**src/rtl/vault_access_ctrl.sv**
```systemverilog
// Time-locked bank vault access controller: IDLE -> DELAY -> WINDOW -> OPEN, with ALARM on any violation.
// Optional `VAULT_ALARM_COUNT_EN adds a saturating count of ALARM entries on port alarm_count.
module vault_access_ctrl #(
  parameter int unsigned DELAY_CYC    = 4,
  parameter int unsigned WINDOW_CYC   = 8,
  parameter int unsigned OPEN_MAX_CYC = 16,
  parameter int unsigned CNT_W        = 8
) (
  input  logic             clk_2,
  input  logic             reset,
  input  logic             req,
  input  logic             cofre,
  input  logic             relogio,
  input  logic             gerente,
  input  logic             ack,
  output logic             unlock,
  output logic             alarme,
  output logic [2:0]       state,
  output logic [CNT_W-1:0] remaining
`ifdef VAULT_ALARM_COUNT_EN
  ,
  output logic [CNT_W-1:0] alarm_count
`endif
);

  typedef enum logic [2:0] {
    S_IDLE   = 3'd0,
    S_DELAY  = 3'd1,
    S_WINDOW = 3'd2,
    S_OPEN   = 3'd3,
    S_ALARM  = 3'd4
  } state_t;

  state_t           r_state;
  state_t           w_next;
  logic [CNT_W-1:0] r_cnt;
  logic [CNT_W-1:0] w_cnt_next;
  logic             w_ok;

  assign w_ok  = relogio & ~gerente;
  assign state = r_state;

  always_comb begin
    w_next     = r_state;
    w_cnt_next = r_cnt;
    case (r_state)
      S_IDLE: begin
        if (cofre) begin
          w_next = S_ALARM;
        end else if (req && w_ok) begin
          w_next     = S_DELAY;
          w_cnt_next = CNT_W'(DELAY_CYC - 1);
        end
      end
      S_DELAY: begin
        if (cofre) begin
          w_next = S_ALARM;
        end else if (!w_ok) begin
          w_next = S_IDLE;
        end else if (r_cnt == '0) begin
          w_next     = S_WINDOW;
          w_cnt_next = CNT_W'(WINDOW_CYC - 1);
        end else begin
          w_cnt_next = r_cnt - 1'b1;
        end
      end
      S_WINDOW: begin
        if (cofre && !w_ok) begin
          w_next = S_ALARM;
        end else if (cofre) begin
          w_next     = S_OPEN;
          w_cnt_next = CNT_W'(OPEN_MAX_CYC - 1);
        end else if (!w_ok || r_cnt == '0) begin
          w_next = S_IDLE;
        end else begin
          w_cnt_next = r_cnt - 1'b1;
        end
      end
      S_OPEN: begin
        if (!cofre) begin
          w_next = S_IDLE;
        end else if (!w_ok || r_cnt == '0) begin
          w_next = S_ALARM;
        end else begin
          w_cnt_next = r_cnt - 1'b1;
        end
      end
      S_ALARM: begin
        // Acknowledge only clears the alarm once the door is shut again.
        if (ack && !cofre) begin
          w_next = S_IDLE;
        end
      end
      default: w_next = S_ALARM;
    endcase
  end

  // Outputs are registered from the next-state decode so they change on the same edge as the state.
  always_ff @(posedge clk_2 or posedge reset) begin
    if (reset) begin
      r_state   <= S_IDLE;
      r_cnt     <= '0;
      unlock    <= 1'b0;
      alarme    <= 1'b0;
      remaining <= '0;
    end else begin
      r_state   <= w_next;
      r_cnt     <= w_cnt_next;
      unlock    <= (w_next == S_WINDOW) || (w_next == S_OPEN);
      alarme    <= (w_next == S_ALARM);
      remaining <= ((w_next == S_DELAY) || (w_next == S_WINDOW) || (w_next == S_OPEN))
                   ? w_cnt_next : '0;
    end
  end

`ifdef VAULT_ALARM_COUNT_EN
  logic [CNT_W-1:0] r_alarm_cnt;

  always_ff @(posedge clk_2 or posedge reset) begin
    if (reset) begin
      r_alarm_cnt <= '0;
    end else if ((w_next == S_ALARM) && (r_state != S_ALARM) && (r_alarm_cnt != '1)) begin
      r_alarm_cnt <= r_alarm_cnt + 1'b1;
    end
  end

  assign alarm_count = r_alarm_cnt;
`endif

endmodule

```
**config.mk**
```make
export PLATFORM = sky130hd
export DESIGN_NAME = vault_access_ctrl
export DESIGN_NICKNAME = d
export VERILOG_FILES = /design/src/rtl/vault_access_ctrl.sv
export SDC_FILE = /design/constraint.sdc
export NUM_CORES = 1
export LEC_CHECK = 0
export BUFFER_PORTS_ARGS = -buffer_cell sky130_fd_sc_hd__buf_2
export CAP_MARGIN = 0
export CORE_MARGIN = 4
export CORE_UTILIZATION = 50
export DETAILED_ROUTE_END_ITERATION = 7
export GPL_TIMING_DRIVEN = 0
export PLACE_DENSITY = 0.79
export RECOVER_POWER = 50
export SETUP_SLACK_MARGIN = 0.15
export SYNTH_ARGS = -nofsm -noshare
export SYNTH_HDL_FRONTEND = slang
export SYNTH_SLANG_ARGS = --single-unit
```
**constraint.sdc**
```tcl
create_clock -name clk_2 -period 2.9 [get_ports clk_2]
set_clock_uncertainty 0.1 [all_clocks]
set_input_delay 0.58 -clock clk_2 [delete_from_list [all_inputs] [get_ports clk_2]]
set_output_delay 0.58 -clock clk_2 [all_outputs]
set_load 0.1 [all_outputs]
```
==> results.md <==
- RD Place Congestion: 0.889
- WL final: 2890 µm
- Final worst path period share: 76.6%
- Port buffer count: 19
- Mux cell area share after synthesis: 0.753%
- Setup slack after layout: 0.679 ns
- Status: finished clean
- Post-synth ARST share: 100%
- Post-synth top cells: dfrtp_1 (21), nor2_1 (13), nand2_1 (12)
- Worst-path fanout max: 6
- Post-synth top area cell: dfrtp_1
- Hold/Removal Path Class: in -> async
- Core ar.: 2500 µm²
- Top routing layer in use: met4
- Final setup vio count: 0
- Layout area overhead: 11.4%
- DRT antenna net count: 0
- Vias: 1161
- First-pass GRT wire length: 5200 µm
- # IOs: 20
- Share of the synthesized area in the top cell type: 39.5%
- Vias in the first global route: 1127
- Nets@finish: 169
- Syn Inst Count: 137
- Most common cell in the netlist: dfrtp_1
- Lkg Pwr: 0.637 nW
- WP data required: 2.99 ns
- Critical Path AT: 2.31 ns
- Initial antenna violation count: 0
- CTS Root Cell: clkbuf_4
- Max IR drop VDD: 303 µV
- Slew headroom: 22.6%
- Initial drt markers: 40
- Share of cells above drive strength 1: 20.6%
- Longest Clk Path Bufs: 2
- Metal-1 WL: 1270 µm
- Synth Area in XOR/XNOR: 1.98%
- Post-Syn Nets: 145
- Yosys reg bits: 21
- Pins Over Slew Limit: 0
- Ys Warns: 0
- Post-Syn Area per Cell: 9.70 µm²
- Final min period: 2.22 ns
- Largest cells by area after synthesis: dfrtp_1 (40%), nor2_1 (3.7%), nand2_1 (3.4%), clkbuf_8 (3.1%), a21oi_1 (3.0%)
- Drt first pass iters: 5
- Unrepaired setup endpoints after global routing: no
- Critical path endpoint category: register
- Filler cells: 217
- Post-synthesis cell area: 1330 µm²
- MaxCap Viol Count: 0
- Vias per inst: 6.11
- Simple-gate portion of the synthesized area: 20.3%
- Post-CTS setup buffer count: 0
- Crit Path Class: reg -> reg
- Fmax: 450 MHz
- Compound-Gate Fraction of Synth Area: 26.7%
- Register area share after synthesis: 39.5%
- Synth Flop Type: dfrtp_1
- Initial core utilization: 53.2%
- Die Span Y: 59.6 µm
- CTS buffer count: 3
- Worst skew pair latency: 0.30 ns
- Post-Synth Adder-Cell Area: 1.69%
- Core Util, Final: 59.2%
- Worst-Margin Slew: 1.17 ns
- DIE AREA: 3550 µm²
- Largest net degree at the start of global routing: 22
- Gr usage total: 19.1%
- Met2 routed WL: 1420 µm
- CP Launch Type: register
- Post-CTS Resized: 0
- Largest family of logic cells by synthesized area: compound AO/OA/AOI/OAI gates
- CTS Hold Bufs: 0
- Final Power: 537 µW
- Die width: 59.6 µm
- Worst-path clk slew: 0.11 ns
- Synth cell types: 49
- Cell area power density: 363 nW/µm²
- Setup TNS: 0 ns
- Footprint of the multi-input gates: 684 µm²
- Global route overflow: 0
- # DRC: 0
- Final hold vios: 0
- FP Rows: 18
- Place WS: 0.647 ns
- DR WL met3: 178 µm
- CTS tree: yes
- Register area: 526 µm²
- H-tree lvl count: 1
- Number of synthesized flops with an enable pin: 0
- DR WL/cell: 15.2 µm
- N_diodes: 0
- DPL Wire Length: 2200 µm
- Clock sink count: 21
## cell usage in the layout (no fill, tap or decap), drive strengths merged, types with 2 or more instances in the layout
cell type,count
a211oi,3
nor2,14
buf,18
nor3,3
or3,3
xnor2,2
and2,3
dfrtp,21
a31oi,5
clkbuf,13
and2b,2
a21oi,8
o41ai,2
a221oi,4
o31ai,3
nand2,12
nor4b,3
inv,9
a21boi,2
o21ai,8
## report_power, final
part / switching (mW) / internal [mW]
Sequential: 0.00880 / 0.300
Combinational: 0.0630 / 0.0284
Clock: 0.0831 / 0.0536
## worst max-delay path, cell delays in order, from the launching register on
cell     delay [ns]
dfrtp_1        0.44
inv_1          0.08
ha_1           0.24
nor4b_1        0.35
nand2_1        0.21
maj3_1         0.41
a32oi_1        0.22
nor2_1         0.07
## logic make-up (layout without fill, tap and decap cells)
family | after synthesis | count (layout)
buffers and inverters | 17 | 40
flip-flops | 21 | 21
multiplexers | 1 | 1
adder cells (fa/ha/maj) | 2 | 2
XOR/XNOR | 3 | 3
AO/OA/AOI/OAI | 45 | 45
AND/OR/NAND/NOR | 48 | 48
## metrics by stage
stage	area, µm²	cells	hold slack (ns)
5_1_grt	1480	190	0.369
6_report	1480	190	0.304
3_3_place_gp	1460	186	0.422
4_1_cts	1490	190	0.327
2_1_floorplan	1330	137	0.387
3_5_place_dp	1460	186	0.438
## state kept, by name, summed over array words and instances, names as in the netlist
| name | flops |
|---|---|
| unlock | 1 |
| remaining | 8 |
| r_cnt | 8 |
| alarme | 1 |
| state | 3 |
## layer usage
| layer | global-route usage [%] | vias up |
|---|---|---|
| li1 | - | 552 |
| met1 | 25.7 | 553 |
| met2 | 30.3 | 52 |
| met3 | 3.49 | 4 |
| met4 | 7.91 | 0 |
| met5 | 0 | - |
## layout make-up
type                    instances  area share, %
multi-input cells              99           46.2
flip-flops and latches         21           35.5
repair buffers                 19           5.92
plain buffers                   8           5.75
well taps                      30           2.54
inverters                       9           2.28
clock buffers                   4           1.78
## path summary, 6_finish.rpt
kind / depth (start not counted) / to / startpoint / slack, ns
setup / recovery: 7 / unlock / r_cnt[0] / 0.68
setup reg to reg: 7 / unlock / r_cnt[0] / 0.68
min in group clk_2: 2 / r_cnt[7] / r_cnt[7] / 0.45
hold / removal: 2 / remaining[3] / reset / 0.30
max in group asynchronous: 2 / state[2] / reset / 1.92
hold reg to reg: 2 / r_cnt[7] / r_cnt[7] / 0.45
Note: power is estimated with default switching activity, not from simulation.
